--- config.mk ---
export PLATFORM = sky130hd
export DESIGN_NAME = irq_ctrl_flat
export DESIGN_NICKNAME = d
export VERILOG_FILES = /design/src/rtl/irq_ctrl_pkg.sv /design/src/rtl/irq_ctrl_if.sv /design/src/rtl/irq_ctrl_sync_edge.sv /design/src/rtl/irq_ctrl.sv /design/src/flat_wrapper.sv
export SDC_FILE = /design/constraint.sdc
export NUM_CORES = 1
export LEC_CHECK = 0
export CORE_MARGIN = 1
export CORE_UTILIZATION = 35
export DETAILED_ROUTE_END_ITERATION = 7
export SLEW_MARGIN = 20
export SYNTH_ARGS = -nofsm -noshare
export SYNTH_HDL_FRONTEND = slang
export SYNTH_HIERARCHICAL = 1
export SYNTH_SLANG_ARGS = --single-unit
--- constraint.sdc ---
create_clock -name clk -period 6.45 [get_ports clk]
set_input_delay 0.645 -clock clk [delete_from_list [all_inputs] [get_ports clk]]
set_output_delay 0.645 -clock clk [all_outputs]
set_load 0.05 [all_outputs]
--- src/rtl/irq_ctrl_pkg.sv ---
// Shared interrupt-level definitions: level encoding, vector addresses, priority helpers.
// Latency: n/a (types, constants and pure functions only).
// Backpressure: n/a.
package irq_pkg;

    localparam int NUM_LVL = 3;

    typedef enum logic [1:0] {
        LVL_USER = 2'd0,
        LVL1     = 2'd1,
        LVL2     = 2'd2,
        LVL3     = 2'd3
    } lvl_e;

    // Entry points shared with the PC; the PC jumps here when it takes a level.
    localparam logic [31:0] VEC1 = 32'h38;
    localparam logic [31:0] VEC2 = 32'h70;
    localparam logic [31:0] VEC3 = 32'hA8;

    // One-hot of the highest set bit; zero when nothing is requested.
    function automatic logic [NUM_LVL-1:0] top_onehot(input logic [NUM_LVL-1:0] req);
        logic [NUM_LVL-1:0] oh;
        oh = '0;
        for (int i = 0; i < NUM_LVL; i++) begin
            if (req[i]) begin
                oh    = '0;
                oh[i] = 1'b1;
            end
        end
        return oh;
    endfunction

    // Highest running level wins: 3 over 2 over 1, else user code.
    function automatic lvl_e highest_lvl(input logic [NUM_LVL-1:0] run);
        if (run[2])      return LVL3;
        else if (run[1]) return LVL2;
        else if (run[0]) return LVL1;
        else             return LVL_USER;
    endfunction

    // Number of levels acknowledged in one cycle (0..3).
    function automatic logic [1:0] popcnt3(input logic [NUM_LVL-1:0] v);
        return {1'b0, v[0]} + {1'b0, v[1]} + {1'b0, v[2]};
    endfunction

endpackage

--- src/rtl/irq_ctrl_if.sv ---
// Bundle between the interrupt controller and its PC/decoder neighbours.
// Latency: n/a (wires only). Backpressure: none; requests are held until acknowledged.
// Ports: slave = controller side (raw/mask/running/done in, request/status out); master = driver side.
interface irq_ctrl_if #(
    parameter int CNT_W = 8
);
    import irq_pkg::*;

    logic [NUM_LVL-1:0] irq_raw;
    logic [NUM_LVL-1:0] irq_mask;
    logic [NUM_LVL-1:0] running;
    logic [NUM_LVL-1:0] done;
    logic [NUM_LVL-1:0] irq_out;
    logic [NUM_LVL-1:0] pending;
    logic [1:0]         cur_level;
    logic [CNT_W-1:0]   svc_cnt;
    logic               lost;
    logic               err_done;

    modport slave (
        input  irq_raw, irq_mask, running, done,
        output irq_out, pending, cur_level, svc_cnt, lost, err_done
    );

    modport master (
        output irq_raw, irq_mask, running, done,
        input  irq_out, pending, cur_level, svc_cnt, lost, err_done
    );

endinterface

--- src/rtl/irq_ctrl_sync_edge.sv ---
// Synchronises one asynchronous interrupt line and flags its rising edge.
// Latency: o_sync follows i_raw after STAGES edges; o_rise is high for one cycle while o_sync is new.
// Backpressure: none. Ports: i_clk, i_clr_n (sync, active-low), i_raw in; o_sync, o_rise out.
module irq_sync_edge #(
    parameter int STAGES = 2   // at least 2 for metastability settling
) (
    input  logic i_clk,
    input  logic i_clr_n,
    input  logic i_raw,
    output logic o_sync,
    output logic o_rise
);

    logic [STAGES-1:0] r_sync;
    logic              r_sync_d;

    always_ff @(posedge i_clk) begin
        if (!i_clr_n) begin
            r_sync   <= '0;
            r_sync_d <= 1'b0;
        end else begin
            r_sync   <= {r_sync[STAGES-2:0], i_raw};
            r_sync_d <= r_sync[STAGES-1];
        end
    end

    assign o_sync = r_sync[STAGES-1];
    // Edge registers clear on reset, so a line already high at release yields one edge.
    assign o_rise = r_sync[STAGES-1] & ~r_sync_d;

endmodule

--- src/rtl/irq_ctrl.sv ---
// Interrupt controller: latches source edges as pending and issues one request at a time to the PC.
// Latency: raw edge -> pending after SYNC_STAGES edges, -> irq_out one edge later.
// Backpressure: a request is held on irq_out until the PC acknowledges by raising running.
// Ports: clk, clr_n (sync, active-low); bus (slave) carries raw/mask/running/done and all outputs.
module irq_ctrl
    import irq_pkg::*;
#(
    parameter int SYNC_STAGES = 2,
    parameter int CNT_W       = 8
) (
    input  logic       clk,
    input  logic       clr_n,
    irq_ctrl_if.slave  bus
);

    logic [NUM_LVL-1:0] w_sync;
    logic [NUM_LVL-1:0] w_rise;
    logic [NUM_LVL-1:0] w_run;
    logic [NUM_LVL-1:0] w_ack;
    logic [NUM_LVL-1:0] w_pend_set;
    logic [NUM_LVL-1:0] w_pend_nxt;
    logic [NUM_LVL-1:0] w_elig;
    lvl_e               w_cur_level;
    logic [CNT_W:0]     w_nack_ext;
    logic [CNT_W:0]     w_cnt_sum;

    logic [NUM_LVL-1:0] r_pending;
    logic [NUM_LVL-1:0] r_irq_out;
    logic [NUM_LVL-1:0] r_running_d;
    logic [1:0]         r_guard;
    logic [CNT_W-1:0]   r_svc_cnt;
    logic               r_lost;
    logic               r_err_done;

    genvar g;
    for (g = 0; g < NUM_LVL; g++) begin : g_lvl
        irq_sync_edge #(
            .STAGES (SYNC_STAGES)
        ) u_sync_edge (
            .i_clk   (clk),
            .i_clr_n (clr_n),
            .i_raw   (bus.irq_raw[g]),
            .o_sync  (w_sync[g]),
            .o_rise  (w_rise[g])
        );
    end

    // The PC's running bits mean nothing while we are held in reset.
    assign w_run       = clr_n ? bus.running : '0;
    assign w_cur_level = highest_lvl(w_run);

    // Acknowledge is the rising edge of running against last cycle's sample.
    assign w_ack      = w_run & ~r_running_d;
    assign w_pend_set = w_rise & w_sync;
    // A new edge wins over a same-cycle acknowledge so that request is not dropped.
    assign w_pend_nxt = (r_pending & ~w_ack) | w_pend_set;

    always_comb begin
        w_elig = '0;
        for (int i = 0; i < NUM_LVL; i++) begin
            w_elig[i] = r_pending[i] & ~bus.irq_mask[i] & ~w_run[i]
                      & ((i + 1) > int'(w_cur_level));
        end
    end

    assign w_nack_ext = {{(CNT_W-1){1'b0}}, popcnt3(w_ack)};
    assign w_cnt_sum  = {1'b0, r_svc_cnt} + w_nack_ext;

    always_ff @(posedge clk) begin
        if (!clr_n) begin
            r_pending   <= '0;
            r_irq_out   <= '0;
            r_running_d <= '0;
            r_guard     <= '0;
            r_svc_cnt   <= '0;
            r_lost      <= 1'b0;
            r_err_done  <= 1'b0;
        end else begin
            r_running_d <= w_run;
            r_pending   <= w_pend_nxt;
            // Two quiet cycles after a return give the PC time to restore its context.
            r_irq_out   <= (|r_guard) ? '0 : top_onehot(w_elig);
            r_guard     <= {r_guard[0], |bus.done};
            if (w_cnt_sum[CNT_W]) begin
                r_svc_cnt <= '1;
            end else begin
                r_svc_cnt <= w_cnt_sum[CNT_W-1:0];
            end
            if (|(w_pend_set & r_pending & ~w_ack)) begin
                r_lost <= 1'b1;
            end
            if (|(bus.done & ~w_run)) begin
                r_err_done <= 1'b1;
            end
        end
    end

    assign bus.irq_out   = r_irq_out;
    assign bus.pending   = r_pending;
    assign bus.cur_level = w_cur_level;
    assign bus.svc_cnt   = r_svc_cnt;
    assign bus.lost      = r_lost;
    assign bus.err_done  = r_err_done;

endmodule

--- src/flat_wrapper.sv ---
// flat-port wrapper written by rule: the top's interface ports become plain ports
module irq_ctrl_flat import irq_pkg::*;
#(
    parameter int SYNC_STAGES = 2,
    parameter int CNT_W       = 8
)
  (clk, clr_n, bus_irq_raw, bus_irq_mask, bus_running, bus_done, bus_irq_out, bus_pending, bus_cur_level, bus_svc_cnt, bus_lost, bus_err_done);
  irq_ctrl_if #(.CNT_W(CNT_W)) bus_i ();
  input  logic clk;
  input  logic clr_n;
  input wire logic [$bits(bus_i.irq_raw)-1:0] bus_irq_raw;
  input wire logic [$bits(bus_i.irq_mask)-1:0] bus_irq_mask;
  input wire logic [$bits(bus_i.running)-1:0] bus_running;
  input wire logic [$bits(bus_i.done)-1:0] bus_done;
  output wire logic [$bits(bus_i.irq_out)-1:0] bus_irq_out;
  output wire logic [$bits(bus_i.pending)-1:0] bus_pending;
  output wire logic [$bits(bus_i.cur_level)-1:0] bus_cur_level;
  output wire logic [$bits(bus_i.svc_cnt)-1:0] bus_svc_cnt;
  output wire logic [$bits(bus_i.lost)-1:0] bus_lost;
  output wire logic [$bits(bus_i.err_done)-1:0] bus_err_done;
  assign bus_i.irq_raw = bus_irq_raw;
  assign bus_i.irq_mask = bus_irq_mask;
  assign bus_i.running = bus_running;
  assign bus_i.done = bus_done;
  assign bus_irq_out = bus_i.irq_out;
  assign bus_pending = bus_i.pending;
  assign bus_cur_level = bus_i.cur_level;
  assign bus_svc_cnt = bus_i.svc_cnt;
  assign bus_lost = bus_i.lost;
  assign bus_err_done = bus_i.err_done;
  irq_ctrl #(.SYNC_STAGES(SYNC_STAGES), .CNT_W(CNT_W)) u_core (.clk(clk), .clr_n(clr_n), .bus(bus_i));
endmodule
Word-level counts from Yosys, hierarchy flattened:

Cells that the tools add are included.
W data, S select, Z words.

* bits in registers: 30
* bits in latches: 0
* RAM bits: 0
* ROM bits: 0
* input bits: 14
* output and inout port bits: 18
* word-level logic and storage cells: 67
* memories kept: 0

* add/subtract/negate cells: 3
* multipliers: 0
* divide/modulo/power cells: 0
* magnitude comparators: 3
* equal/unequal tests: 0
* shift-type cells: 0
* muxes and demuxes: 8
* bitwise gates (word level): 32
* reductions and logical operators: 6

Operators with widths (count)
* $and A3 B3 Y3: 6
* $and A1 B1 Y1: 12
* $reduce_or A3 Y1: 4
* $not A1 Y1: 10
* $add A8 B2 Y9: 1
* $not A3 Y3: 3
* $mux W8: 1
* $mux W2: 3
* $mux W3: 2
* $reduce_or A5 Y1: 1
* $gt A2 B2 Y1 const A: 2
* $reduce_or A4 Y1: 1
* $or A3 B3 Y3: 1
* $add A1 B1 Y2: 1
* $add A2 B1 Y2: 1
* $gt A1 B2 Y1 const A: 1
* $mux W1: 2

Depth between registers and ports, before layout:

* depth after elaboration: 9
* gate-level depth with buffers: 9
* gate-level depth less buffers: 9

By module:

Netlist, hierarchy kept.

Modules (own cells, without submodules)
* irq_ctrl: times used 1, cells each 98, area an instance 908.4 um2, seq. area each 420.4 um2
* irq_sync_edge: times used 3, cells each 7, area an instance 92.6 um2, seq. area each 60.1 um2

Worst setup path before layout:

Ideal clock, no wire load.

* path type: input port to flip-flop
* start: input clr_n
* end: register u_core.r_svc_cnt[7] (netlist: u_core/bus.svc_cnt[7])
* setup time: 0.116 ns
* data arrival time: 2.636 ns
* data required time: 6.334 ns
* slack: 3.698 ns
* stages: 8
* buffers on the path: 1
* cells stage by stage: clkbuf_1 > nand2_1 > nor2_1 > ha_1 > ha_1 > fa_1 > or4_1 > o211a_1

* cells in the longest elaborated chain, start to end: 6

RTL lines
* start, declared: line flat_wrapper.sv:10 `input logic clr_n;`
* $mux W3: line irq_ctrl.sv:49 `assign w_run = clr_n ? bus.running : '0;`
* $and A3 B3 Y3: line irq_ctrl.sv:53 `assign w_ack = w_run & ~r_running_d;`
* $add A1 B1 Y2: line irq_ctrl_pkg.sv:43 `return {1'b0, v[0]} + {1'b0, v[1]} + {1'b0, v[2]};`
* $add A2 B1 Y2: line irq_ctrl_pkg.sv:43
* $add A8 B2 Y9: line irq_ctrl.sv:67 `assign w_cnt_sum = {1'b0, r_svc_cnt} + w_nack_ext;`
* $mux W8: line irq_ctrl.sv:84 `if (w_cnt_sum[CNT_W]) begin`
* end signal, assigned: line irq_ctrl.sv:87 `r_svc_cnt <= w_cnt_sum[CNT_W-1:0];`
* end, declared: line irq_ctrl.sv:31 `logic [CNT_W-1:0] r_svc_cnt;`

Several ways; a longest one is shown, not always the timed one.
A chain may end at the register's enable or synchronous reset.

Final worst setup path:

Ends and elaborated chain as after synthesis.

==> metrics.cfg <==
[clock_network]
post_cts_buffers=0
cts_tree=yes
clk_pin_slew_ns=0.09
cts_root_buffer=clkbuf_4
hold_buffers=0
h-tree-depth=2
cts_buffer_depth=2
cts_made_buffers=5
worstSkewPairLatency_ns=0.32
post_cts_resized=0
cts.sinks=30

[yosys]
ys_top_cells_by_area=dfxtp_1 (51%), and2_1 (5.3%), nor2b_4 (3.5%), ha_1 (3.2%), nand2_1 (2.8%)
synth_seq_cells=30
avgSynthCellArea_um2=9.97
ys_warn_count=6
synth_area_um2=1190
synth_cell_types=34
syn_inst=119
yosysMostFrequentCell=dfxtp_1
ys_async_sr_fraction_pct=0
yosys.area.top_type=dfxtp_1
ys_seq_area_share_pct=50.6
synth_edf_count=0
synth_ff_type=dfxtp_1
synth_top_area_share_pct=50.6
syn_nets=137
synth_commonest_cells=dfxtp_1 (30), and2_1 (10), nand2_1 (9)

[power_and_ir_drop]
p_leak_nw=0.662
powerDensity_nw_per_um2=242
irDropWorstVdd_mv=0.144

[timing]
skew_ns=0.00303
max_freq_ghz=0.293
setup_viol=0
period_share_pct=52.9
drv_slew=0
slew_headroom_pct=58.5
hold_viol=0
worstMarginPinSlew_ns=0.621
fin_crit_ns=3.41
tns_ns=0
rsz0062_at_grt=false

[floorplan]
core_um2=3130
start_util_pct=37.9
num_rows=20
die_y_um=60.2
die_w_um=60.2
num_io_pins=32
die_area_um2=3630

[critical_path]
arrival_ns=3.64
ff2ff_setup_slack_ns=4.09
worstPathRequired_ns=6.68
worstPathMaxFanout=22
reg2reg_depth=7
crit_type=in -> reg
critPathLaunchType=primary input
cp-end-kind=flip-flop

[placed_design]
port_buffers=31
dpl_cell_area_um2=1550
place.gp.congestion=0.799
detailed_place_hpwl_mm=1.65

[detailed_routing]
drt_iter0_drc=29
firstDrtPassIters=4
ant_nets=0
post-route-drc-count=0
routedWlPerCell_um=11.2
drt_wl_total_mm=2.26
vias=947
vias_per_cell=4.71

[outcome]
status=complete, no violations

[final_layout]
postLayoutCoreUtil_pct=52.0
drive_gt1_share_pct=8.92
antenna_cells=0
final_area_um2=1630
finalNetCount=174
synthToLayoutAreaGrowth_pct=37.1

[global_route]
grt_overflow=0
grt_pass1_wl_mm=3.53
grt_pass1_vias=779
grt_max_degree=23
grtUsageTotal_pct=14.2
antenna_found_initial=0

[worst_hold_path]
holdPathStages=1
hold_path.class=reg -> reg

[run]
drv_cap=0

## registers in the layout, summed over array words and instances (netlist names)
signal                             cells
u_core/bus.lost                        1
u_core/g_lvl.u_sync_edge/r_sync        6
u_core/bus.err_done                    1
u_core/bus.irq_out                     3
u_core/bus.svc_cnt                     8
u_core/g_lvl.u_sync_edge/r_sync_d      3
u_core/r_guard                         2
u_core/r_running_d                     3
u_core/bus.pending                     3
## cells in the final DEF, fill, tap and decap left out, types with 4 or more instances in the layout
master,synthesis,routed
inv_1,8,8
dfxtp_1,30,30
nand2_1,9,9
o21a_1,4,4
nor2_1,7,7
o21ai_0,4,4
and2_1,10,10
clkbuf_4,0,5
a31oi_1,4,4
clkdlybuf4s50_1,0,31
a21oi_1,4,4
## final cells by class
class	instances	area [um^2]
Clock buffer	8	78.8
Fill cell	291	1500
Inverter	8	30.0
Multi-Input combinational cell	80	552
Sequential cell	30	601
Tap cell	44	55.1
Timing Repair Buffer	31	310
## critical path, cell delays in order
cell,delay (ns)
clkdlybuf4s50_1,0.87
nand2_1,0.17
nor2_1,0.19
xor2_1,0.17
ha_1,0.25
ha_1,0.22
fa_1,0.45
or4_1,0.54
o211a_1,0.13
## report_power, final
part | internal, mW | switching (mW)
logic | 0.0256 | 0.0325
clock network | 0.0744 | 0.0619
registers | 0.193 | 0.00585
## per-stage QoR
stage	power (mW)	hold slack (ns)	setup slack (ns)	cells
after floorplan	0.238	0.406	3.70	119
after global placement	0.261	0.409	2.75	193
after detailed placement	0.262	0.411	2.64	193
after CTS	0.400	0.433	3.00	201
after global routing	0.416	0.443	2.82	201
final	0.393	0.432	3.04	201
## cell families (layout without fill, tap and decap cells)
group,after synthesis,after routing,share of synthesized area [%]
flops,30,30,50.6
buf+inv,9,47,2.85
xor+xnor,2,2,1.48
simple gates,49,49,25.6
fa+ha+maj,4,4,4.85
compound gates,25,25,14.6
## routing by layer
| layer | global-route usage, % | routed length [um] |
|---|---|---|
| met1 | 16.0 | 1060 |
| met4 | 8.97 | 58 |
| met2 | 21.8 | 1010 |
| met5 | 0 | 0 |
| met3 | 6.06 | 136 |
## worst paths after layout
kind | start | endpoint
setup reg to reg | u_core/r_running_d[0] | u_core/bus.svc_cnt[7]
hold / removal | u_core/g_lvl[2].u_sync_edge/r_sync[0] | u_core/g_lvl[2].u_sync_edge/r_sync[1]
setup / recovery | clr_n | u_core/bus.svc_cnt[7]
hold reg to reg | u_core/g_lvl[2].u_sync_edge/r_sync[0] | u_core/g_lvl[2].u_sync_edge/r_sync[1]
Power figures use the tool's default switching activity.
